[config.mk]
export PLATFORM = sky130hd
export DESIGN_NAME = btn_debouncer
export DESIGN_NICKNAME = d
export VERILOG_FILES = /design/src/rtl/btn_debouncer.sv
export SDC_FILE = /design/constraint.sdc
export NUM_CORES = 1
export LEC_CHECK = 0
export ABC_AREA = 1
export CORE_ASPECT_RATIO = 2
export CORE_MARGIN = 10
export CORE_UTILIZATION = 55
export DETAILED_ROUTE_END_ITERATION = 16
export PLACE_DENSITY = 0.74
export RECOVER_POWER = 100
export SETUP_SLACK_MARGIN = 0.5
export SLEW_MARGIN = 20
export SYNTH_ARGS = -nofsm -noshare
export SYNTH_HDL_FRONTEND = slang
export SYNTH_SLANG_ARGS = --single-unit
export TNS_END_PERCENT = 50
[constraint.sdc]
create_clock -name clk -period 1.4 [get_ports clk]
set_input_delay 0.14 -clock clk [delete_from_list [all_inputs] [get_ports clk]]
set_output_delay 0.14 -clock clk [all_outputs]
set_load 0.02 [all_outputs]
[src/rtl/btn_debouncer.sv]
// ---------------------------------------------------------------------------
// btn_debouncer
//
// Conditions raw active-low push buttons for the countdown stage. Each channel
// is synchronized to clk, debounced by a stable-sample counter, and turned into
// a clean level plus single-cycle press/release pulses. Channel 0 is decrement,
// channel 1 is load.
//
// Optional feature macro: BTN_AUTOREPEAT_EN
//   Defined   : a held button emits extra btn_press pulses, the first one
//               REPEAT_DELAY_CYC cycles after the press pulse, then one every
//               REPEAT_RATE_CYC cycles.
//   Undefined : exactly one btn_press per debounced press; REPEAT_* ignored.
//
// Parameters
//   N_BTN            number of independent channels
//   DEBOUNCE_CYC     consecutive stable synchronized samples required (>= 2)
//   REPEAT_DELAY_CYC hold time before the first auto-repeat pulse
//   REPEAT_RATE_CYC  period between subsequent auto-repeat pulses
//
// Ports
//   clk          system clock, all outputs registered on its rising edge
//   rst          asynchronous, active-high reset
//   btn_n        raw bouncing button lines, 0 = pressed
//   btn_level    debounced state, 1 = pressed
//   btn_press    one-cycle pulse per debounced press (and per repeat)
//   btn_release  one-cycle pulse per debounced release
// ---------------------------------------------------------------------------
module btn_debouncer #(
  parameter int N_BTN            = 2,
  parameter int DEBOUNCE_CYC     = 500000,
  parameter int REPEAT_DELAY_CYC = 25000000,
  parameter int REPEAT_RATE_CYC  = 5000000
) (
  input  logic             clk,
  input  logic             rst,
  input  logic [N_BTN-1:0] btn_n,
  output logic [N_BTN-1:0] btn_level,
  output logic [N_BTN-1:0] btn_press,
  output logic [N_BTN-1:0] btn_release
);

  localparam int CNT_W = $clog2(DEBOUNCE_CYC + 1);
  localparam logic [CNT_W-1:0] CNT_MAX = CNT_W'(DEBOUNCE_CYC);
  // The sample that moves the FSM into a WAIT state is the first stable one,
  // so the WAIT state completes on counter value DEBOUNCE_CYC-2.
  localparam logic [CNT_W-1:0] CNT_LAST = CNT_W'(DEBOUNCE_CYC - 2);

  typedef enum logic [1:0] {
    ST_IDLE,
    ST_PRESS_WAIT,
    ST_PRESSED,
    ST_RELEASE_WAIT
  } state_e;

  // Elaboration-time guard on parameter values.
  if (DEBOUNCE_CYC < 2 || REPEAT_DELAY_CYC < 1 || REPEAT_RATE_CYC < 1) begin : g_bad_param
    $error("btn_debouncer: DEBOUNCE_CYC must be >= 2 and REPEAT_* >= 1");
  end

  // -------------------------------------------------------------------------
  // Two-stage synchronizer, released (1) out of reset.
  // -------------------------------------------------------------------------
  logic [N_BTN-1:0] sync1_q, sync1_d;
  logic [N_BTN-1:0] sync2_q, sync2_d;

  always_comb begin
    sync1_d = btn_n;
    sync2_d = sync1_q;
  end

  // NOTE: sequential state uses non-blocking assignments so every flop samples
  // the pre-edge value of its neighbours, regardless of statement order.
  always_ff @(posedge clk or posedge rst) begin
    if (rst) begin
      sync1_q <= '1;
      sync2_q <= '1;
    end else begin
      sync1_q <= sync1_d;
      sync2_q <= sync2_d;
    end
  end

  // -------------------------------------------------------------------------
  // Per-channel debounce FSM.
  // -------------------------------------------------------------------------
  for (genvar i = 0; i < N_BTN; i++) begin : g_ch
    state_e           state_q, state_d;
    logic [CNT_W-1:0] cnt_q, cnt_d;
    logic             level_q, level_d;
    logic             press_q, press_d;
    logic             release_q, release_d;
    logic             s;

    assign s = sync2_q[i];

`ifdef BTN_AUTOREPEAT_EN
    localparam int RPT_MAX = (REPEAT_DELAY_CYC > REPEAT_RATE_CYC) ?
                             REPEAT_DELAY_CYC : REPEAT_RATE_CYC;
    localparam int RPT_W   = $clog2(RPT_MAX + 1);
    localparam logic [RPT_W-1:0] RPT_DELAY_LAST = RPT_W'(REPEAT_DELAY_CYC - 1);
    localparam logic [RPT_W-1:0] RPT_RATE_LAST  = RPT_W'(REPEAT_RATE_CYC - 1);

    logic [RPT_W-1:0] rpt_q, rpt_d;
    logic             rpt_first_q, rpt_first_d;  // waiting for the first repeat
`endif

    always_comb begin
      // NOTE: every output of this block gets a default first, so no path
      // through the case statement can leave a latch behind.
      state_d   = state_q;
      cnt_d     = (cnt_q == CNT_MAX) ? cnt_q : cnt_q + 1'b1;  // saturating
      level_d   = level_q;
      press_d   = 1'b0;
      release_d = 1'b0;

      unique case (state_q)
        ST_IDLE: begin
          if (!s) begin
            state_d = ST_PRESS_WAIT;
            cnt_d   = '0;
          end
        end
        ST_PRESS_WAIT: begin
          if (s) begin
            state_d = ST_IDLE;             // bounce rejected
          end else if (cnt_q == CNT_LAST) begin
            state_d = ST_PRESSED;
            level_d = 1'b1;
            press_d = 1'b1;
          end
        end
        ST_PRESSED: begin
          if (s) begin
            state_d = ST_RELEASE_WAIT;
            cnt_d   = '0;
          end
        end
        ST_RELEASE_WAIT: begin
          if (!s) begin
            state_d = ST_PRESSED;          // release glitch, level stays 1
          end else if (cnt_q == CNT_LAST) begin
            state_d   = ST_IDLE;
            level_d   = 1'b0;
            release_d = 1'b1;
          end
        end
        default: state_d = ST_IDLE;
      endcase

`ifdef BTN_AUTOREPEAT_EN
      rpt_d       = rpt_q;
      rpt_first_d = rpt_first_q;
      if (state_q == ST_PRESSED || state_q == ST_RELEASE_WAIT) begin
        if (rpt_q == (rpt_first_q ? RPT_DELAY_LAST : RPT_RATE_LAST)) begin
          rpt_d       = '0;
          rpt_first_d = 1'b0;
          // A release pulse in the same cycle wins; press and release must
          // never coincide on one channel.
          if (!release_d) press_d = 1'b1;
        end else begin
          rpt_d = rpt_q + 1'b1;
        end
      end else begin
        rpt_d       = '0;
        rpt_first_d = 1'b1;
      end
`endif
    end

    always_ff @(posedge clk or posedge rst) begin
      if (rst) begin
        state_q     <= ST_IDLE;
        cnt_q       <= '0;
        level_q     <= 1'b0;
        press_q     <= 1'b0;
        release_q   <= 1'b0;
`ifdef BTN_AUTOREPEAT_EN
        rpt_q       <= '0;
        rpt_first_q <= 1'b1;
`endif
      end else begin
        state_q     <= state_d;
        cnt_q       <= cnt_d;
        level_q     <= level_d;
        press_q     <= press_d;
        release_q   <= release_d;
`ifdef BTN_AUTOREPEAT_EN
        rpt_q       <= rpt_d;
        rpt_first_q <= rpt_first_d;
`endif
      end
    end

    assign btn_level[i]   = level_q;
    assign btn_press[i]   = press_q;
    assign btn_release[i] = release_q;
  end

endmodule

## After elaboration in Yosys (flattened, before gate mapping)

Index checks and enable logic that the tools add are counted.

| storage, ports and cells | value |
|---|---|
| flip-flop bits (word level) | 52 |
| bits in latches | 0 |
| memory bits (writable) | 0 |
| bits in read-only memories | 0 |
| input bits | 4 |
| output and inout bits | 6 |
| memories | 0 |

| cells by class | value |
|---|---|
| $add $sub $neg | 2 |
| $mul | 0 |
| divide/modulo/power cells | 0 |
| $lt $le $gt $ge | 0 |
| equal/unequal tests | 26 |
| shifts and indexed selects | 0 |
| multiplexer cells | 42 |
| bitwise operators | 0 |
| reductions and logical operators | 8 |

Operator list:

| operator | count |
|---|---|
| 19-bit 2-to-1 mux | 6 |
| 19-bit equality test, second input constant | 4 |
| 19-bit case mux with 2 select lines | 2 |
| 19-bit by 1-bit adder with 19-bit output, second input constant | 2 |
| 2-bit 2-to-1 mux | 12 |
| 2-bit inequality test, second input constant | 12 |
| 1-bit 2-to-1 mux | 18 |
| 2-bit case mux with 4 select lines | 2 |
| 3-bit inequality test, second input constant | 4 |
| 5-bit AND reduction | 2 |
| 2-bit equality test, second input constant | 4 |
| 4-bit AND reduction | 2 |
| 2-bit by 1-bit equality test with 1-bit output, second input constant | 2 |
| 2-bit zero test | 2 |
| 1-bit case mux with 2 select lines | 2 |
| 2-bit nonzero test | 2 |

## Longest topological paths before layout

Gate-level depths: netlist of the first run.

| logic depth | value |
|---|---|
| word-level depth | 4 |
| depth in mapped cells | 9 |
| mapped depth without buffers | 9 |

## Least setup slack after synthesis of the first run

Ideal clock, no wire load.

| timing | value |
|---|---|
| kind | flip-flop to flip-flop |
| from | register g_ch[1].cnt_q[0] |
| to | register g_ch[1].cnt_q[16] |
| arrival time | 1.299 ns |
| data required time | 1.279 ns |
| slack | -0.020 ns |
| stages on the path, launching flop included | 8 |
| path buffers | 0 |
| path through | dfrtp_1 ha_1 inv_1 nor2_1 nand2_1 nor2_1 xor2_1 nor2_1 |

| on the way | value |
|---|---|
| word-level cells in the longest chain between the ends | 4 |

RTL lines:

| item | line | RTL |
|---|---|---|
| start, declared | 89 | `logic [CNT_W-1:0] cnt_q, cnt_d;` |
| start signal, assigned | 184 | `cnt_q <= cnt_d;` |
| 19-bit by 1-bit adder with 19-bit output / 19-bit equality test (equally long branches) | 112 | `cnt_d = (cnt_q == CNT_MAX) ? cnt_q : cnt_q + 1'b1;` |
| 19-bit 2-to-1 mux (*) | 112 |  |
| 19-bit 2-to-1 mux (on tied branches) | 134, 119 |  |
| 19-bit case mux with 2 select lines (*) | 117 | `unique case (state_q)` |
| named net g_ch[1].cnt_d[16] | 89 |  |

The timed path passes the listed nets; every way through them passes the cells marked *.
A chain may end at the register's enable or synchronous reset.

==> results_dict.tcl, run 1 <==
set metrics [dict create \
    grt.overflow.total 0 \
    crit_required_ps 1620 \
    dp_cells 495 \
    drv_slew 0 \
    cp_max_fo 3 \
    clkSlewWorstSetupHoldPaths_ps 100 \
    avgSynthCellArea_um2 7.18 \
    dr.pass1.iters 4 \
    ant_nets 0 \
    layout.cells.non_filler 541 \
    startpoint_type "flop" \
    syn_to_final_growth_pct 39.0 \
    wl_per_cell_um 16.6 \
    crit_slowest_cell "dfrtp_2" \
    vias_per_cell 5.51 \
    antenna_cells 0 \
    async_flop_share_pct 100 \
    setup_violations 6 \
    grt_start_max_net_pins 39 \
    synth_seq_cells 52 \
    fmax_mhz 696 \
    hold_path_class "input pin to flop" \
    rsz0062_at_grt "true" \
    fin_crit_sh_pct 103 \
    ys.flop_type "dfrtp_1" \
    numClockSinks 52 \
    place.detailed.hpwl_mm 5.37 \
    synth_cell_types 25 \
    grt_pass1_vias 2834 \
    nets 492 \
    core-area_mm2 0.00523 \
    synth_edf_count 0 \
    critPathMaxStageDelay_ps 450 \
    min_period_ps 1440 \
    cp-end-kind "flop" \
    syn_inst 416 \
    antenna_found_initial 0 \
    hold_buffers 0 \
    status "finished, violations left" \
    hold_violations 0 \
    p_leak_nw 1.71 \
    worst_pin_slew_ps 930 \
    maxSlewHeadroom_pct 38.0 \
    ys_seq_area_share_pct 43.7 \
    skew_ps 9.27 \
    cts_tree "done" \
    hold_slack_ps 350 \
    die_h_um 124 \
    fp.dieW_um 72.1 \
    syn_nets 426 \
    insertion_delay_ps 320 \
    cts_buffers 5 \
    remaining_drc_errors 0 \
    dieArea_mm2 0.00896 \
    worstPathCellList "inv_4, ha_2, nand2_1, nor3_2, and2_4, nand3_2, nand2_1, nand2_1" \
    worstPathArrival_ps 1650 \
    cts_root_buffer "clkbuf_8" \
    routed_wl_mm 8.96 \
    peakVddDrop_mv 1.12 \
    fin_ws_ps -37.2 \
    initialDrtViolationCount 193 \
    finalSetupTns_ps -140 \
    grt.total_usage_pct 17.3 \
    via_count 2981 \
    place_ws_ps -6.22 \
    crit_type "flop to flop" \
    syn_area_mm2 0.00299 \
    crit_path_frequent_cell "nand2_1" \
    place.gp.congestion 0.944 \
    htree_num_levels 2 \
    synth_warnings 0 \
    io_pins 10 \
    cts_buffer_depth 2 \
    powerDensity_mw_per_mm2 888 \
    num_rows 37 \
    drive_gt1_share_pct 41.0 \
    io_buffers 9 \
    start_util_pct 57.1 \
    grt_pass1_wl_mm 12.5 \
    violations "negative setup slack" \
    max_cap_viol_count 0 \
]
-- power breakdown --
| part | total (W) | internal [W] | switching, W |
|---|---|---|---|
| Sequential | 0.00177 | 0.00161 | 0.000164 |
| Clock | 0.00105 | 0.000531 | 0.000517 |
| Combinational | 0.000866 | 0.000382 | 0.000483 |
-- cell usage in the layout, fill, tap and decap left out, drive strengths merged --
cell / n
nand2: 112
nor2: 104
buf: 55
inv: 52
dfrtp: 48
nand3: 27
clkbuf: 14
a21oi: 13
o21ai: 11
xor2: 8
nand4: 6
ha: 6
nor3: 5
o21bai: 4
dfstp: 4
xnor2: 4
dlygate4sd3: 3
clkinvlp: 2
clkinv: 2
and2: 1
a31oi: 1
bufinv: 1
-- registers in the layout (all words and copies together), names as in the netlist, named ones only --
register,flops
g_ch.cnt_q,38
g_ch.level_q,2
g_ch.press_q,2
g_ch.release_q,2
g_ch.state_q,2
sync1_q,2
sync2_q,2
-- kinds of logic (layout without fill, tap and decap cells) --
family          after synthesis  count (layout)  synth area share, %
fa+ha+maj                     6               6                 2.51
xor+xnor                     12              12                 3.77
buf+inv                      62             129                 8.67
flops                        52              52                 43.7
simple gates                255             255                 36.1
compound gates               29              29                 5.24
-- synthesized netlist by cell type, drive strengths merged, types with 5 or more instances --
master  number  area (µm²)
ha           6        75.1
inv         53         199
nor2       104         443
buf          8        55.1
nand3       27         135
dfrtp       48        1200
o21ai       11        55.1
nand2      112         430
nand4        6        37.5
a21oi       13        65.1
nor3         5        25.0
xor2         8        77.6
-- final cells by class --
type | count | area [µm²]
Sequential cell | 52 | 1330
Multi-Input combinational cell | 302 | 1900
Tap cell | 58 | 72.6
Clock inverter | 2 | 35.0
Timing Repair inverter | 1 | 7.51
Fill cell | 328 | 1080
Clock buffer | 6 | 72.6
Inverter | 54 | 216
Timing Repair Buffer | 66 | 524
-- timing repair --
| item | 4_1_cts | 5_1_grt |
|---|---|---|
| cloned | 1 | 0 |
| resized for setup | 75 | 122 |
| setup buffers | 12 | 25 |
| pin swaps | 20 | 57 |
| setup endpoints to repair | 54 | 54 |
-- metal layers --
layer	global-route usage, %	part of all wire, %
met5	0	0
met4	10.6	5.8
met3	3.11	3.3
met2	33.7	58
met1	14.7	33
-- through the flow --
stage	instance area, µm²	total power [W]	util (%)
3_5_place_dp	3260	0.00220	62.4
5_1_grt	4150	0.00384	79.4
6_report	4150	0.00369	79.4
3_3_place_gp	3260	0.00218	62.4
2_1_floorplan	2990	0.00204	-
4_1_cts	3630	0.00338	69.5
-- path summary, 6_finish.rpt --
kind                                                 start                           to  slack (ps)  cells after the start
worst min-delay path                              btn_n[0]         sync1_q[0]$_DFF_PP1_         350                      1
max in group asynchronous                              rst   g_ch[0].cnt_q[8]$_DFF_PP0_         150                      3
worst max-delay path            g_ch[1].cnt_q[0]$_DFF_PP0_                         flop         -40                      8
worst max register to register  g_ch[1].cnt_q[0]$_DFF_PP0_                         flop         -40                      8
min in group asynchronous                              rst  g_ch[0].release_q$_DFF_PP0_         510                      3
worst min register to register        sync1_q[1]$_DFF_PP1_         sync2_q[1]$_DFF_PP1_         360                      0
-- critical path, delay by kind of cell (launching register included) --
| kind | cells | cell delay [ps] |
|---|---|---|
| fa+ha+maj | 1 | 180 |
| simple gates | 6 | 640 |
| buf+inv | 1 | 80 |
| flops | 1 | 450 |
Note: power is estimated with default switching activity, not from simulation.
==> inputs of run 2 (changes only) <==
--- a/config.mk
+++ b/config.mk
@@ -6,6 +6,7 @@
 export NUM_CORES = 1
 export LEC_CHECK = 0
 export ABC_AREA = 1
+export CAP_MARGIN = 20
 export CORE_ASPECT_RATIO = 2
 export CORE_MARGIN = 10
 export CORE_UTILIZATION = 55
==> results of run 2 <==
The final DEF is identical to that of run 1; final timing and power are the same.
==> inputs of run 3 (changes only) <==
--- a/config.mk
+++ b/config.mk
@@ -11,6 +11,7 @@
 export CORE_MARGIN = 10
 export CORE_UTILIZATION = 55
 export DETAILED_ROUTE_END_ITERATION = 16
+export HOLD_SLACK_MARGIN = 0.06
 export PLACE_DENSITY = 0.74
 export RECOVER_POWER = 100
 export SETUP_SLACK_MARGIN = 0.5
==> constraint.sdc (replaced) <==
create_clock -name clk -period 1.25 [get_ports clk]
set_input_delay 0.125 -clock clk [delete_from_list [all_inputs] [get_ports clk]]
set_output_delay 0.125 -clock clk [all_outputs]
set_load 0.02 [all_outputs]
==> run 3 against run 2 <==
Net effect: the flow still finishes with violations (negative setup slack); wire length grew 6.7%; critical path type unchanged; core utilization grew 3.2 points; setup slack lost 160 ps.
==> results_dict.tcl, run 3 (synthesis gave the netlist of run 1 again) <==
set metrics [dict create \
    cts_buffer_depth 2 \
    dr.pass1.iters 5 \
    dieArea_mm2 0.00896 \
    insertion_delay_ps 320 \
    largest_reg_flops 38 \
    p_leak_nw 1.87 \
    regMostFlops "g_ch.cnt_q" \
    rrSetupSlack_ps -200 \
    drive_gt1_share_pct 42.4 \
    grt.total_usage_pct 20.2 \
    crit_type "flop to flop" \
    nets 511 \
    drv_slew 0 \
    cts_tree "done" \
    wl_per_cell_um 17.1 \
    peakVddDrop_mv 1.29 \
    reg2reg_to "g_ch[1].cnt_q[1]$_DFF_PP0_" \
    r2r_cells 9 \
    final_common_cell "nand2_1" \
    remaining_drc_errors 0 \
    place.detailed.hpwl_mm 5.87 \
    startpoint_type "flop" \
    fin_util_pct 82.5 \
    clkSlewWorstSetupHoldPaths_ps 90 \
    crit_required_ps 1460 \
    io_buffers 9 \
    syn_to_final_growth_pct 44.6 \
    start_util_pct 57.1 \
    grt_start_max_net_pins 27 \
    via_count 3101 \
    max_cap_viol_count 0 \
    route.met3.wl_um 243 \
    final_cell_mix "nand2_1, buf_4, nor2_1" \
    ant_nets 0 \
    dr.max_layer_used "met4" \
    numClockSinks 52 \
    grt_pass1_vias 3270 \
    dr_wl_met2_mm 5.54 \
    rsz0062_at_grt "true" \
    fp.dieW_um 72.1 \
    hold_violations 0 \
    status "finished, violations left" \
    violations "negative setup slack" \
    core-area_mm2 0.00523 \
    cp-end-kind "flop" \
    hold_path_class "input pin to flop" \
    io_pins 10 \
    min-delay-start "btn_n[1]" \
    num_rows 37 \
    routed_wl_mm 9.56 \
    antenna_found_initial 0 \
    initialDrtViolationCount 186 \
    worst_pin_slew_ps 700 \
    die_h_um 124 \
    reg2reg_from "g_ch[1].cnt_q[2]$_DFF_PP0_" \
    cts_root_buffer "clkbuf_8" \
    cts_buffers 5 \
    finalSetupTns_ps -3120 \
    fmax_mhz 689 \
    maxSlewHeadroom_pct 53.4 \
    worstPathArrival_ps 1670 \
    min_period_ps 1450 \
    grt.overflow.total 0 \
    fin_ws_ps -202 \
    min_to "sync1_q[1]$_DFF_PP1_" \
    vias_per_cell 5.54 \
    skew_ps 5.76 \
    hold_depth 1 \
    antenna_cells 0 \
    cp_max_fo 3 \
    setup_violations 41 \
    htree_num_levels 2 \
    hold_buffers 0 \
    place.gp.congestion 0.910 \
    fin_crit_sh_pct 116 \
    met1Wirelength_mm 3.11 \
    powerDensity_mw_per_mm2 986 \
    grt_pass1_wl_mm 14.5 \
]
-- run 3: cell count changes in the layout (fill, tap and decap cells not counted), moves of 4 or more --
cell / delta
nand3_2: +4
dfrtp_1: +8
buf_4: +18
dfrtp_2: -8
-- run 3: routing by layer --
layer | vias up | track usage [%]
met5 | - | 0
met4 | 0 | 16.8
met3 | 54 | 2.87
met2 | 100 | 37.1
met1 | 1504 | 17.8
li1 | 1443 | -
-- run 3: repair_timing --
item                       CTS  global route
pin swaps                   39            37
setup buffers                8             9
resized for setup          122            77
setup endpoints to repair   54            54
gates cloned                 1             0
hold endpoints to repair     0             0
-- run 3: area by class of cell --
type	count	area, µm²
clock inverter	2	35.0
timing repair inverter	1	7.51
tap	58	72.6
inverter	54	211
sequential	52	1320
multi-input combinational	302	1940
clock buffer	6	72.6
timing repair buffer	85	663
fill	314	913
-- run 3: report_power, final --
group	switching, W	total (W)	internal [W]
clock	0.000579	0.00117	0.000595
sequential	0.000169	0.00197	0.00180
combinational	0.000606	0.00112	0.000511
-- run 3: through the flow --
step | total power (W) | std cells | setup WS, ps | hold WS [ps] | instance area, µm²
after detailed placement | 0.00263 | 534 | -179 | 348 | 3570
after CTS | 0.00404 | 551 | -99.4 | 200 | 4060
after floorplan | 0.00228 | 416 | -96.1 | 129 | 2990
after global routing | 0.00442 | 560 | -321 | 347 | 4320
final | 0.00426 | 560 | -202 | 338 | 4320
after global placement | 0.00260 | 534 | -95.6 | 346 | 3570
-- run 3: critical path, stage by stage, from the launching register on --
cell     delay, ps
dfrtp_1        420
buf_4          150
nor2_1         130
nand2_1        130
nor2_4         110
nand2_1         80
nor2_2         120
nand2_1         80
nand2_1         70
nor2_1          50
-- run 3: worst max path at each step --
stage	slack, ps	from	to
final	-200	g_ch[1].cnt_q[2]$_DFF_PP0_	g_ch[1].cnt_q[1]$_DFF_PP0_
after global routing	-320	g_ch[1].cnt_q[2]$_DFF_PP0_	g_ch[1].cnt_q[1]$_DFF_PP0_
after CTS	-100	g_ch[0].cnt_q[0]$_DFF_PP0_	flop
after detailed placement	-180	g_ch[1].cnt_q[0]$_DFF_PP0_	flop
after global placement	-100	g_ch[0].cnt_q[0]$_DFF_PP0_	g_ch[0].cnt_q[12]$_DFF_PP0_
after floorplan	-100	g_ch[1].cnt_q[0]$_DFF_PP0_	g_ch[1].cnt_q[16]$_DFF_PP0_
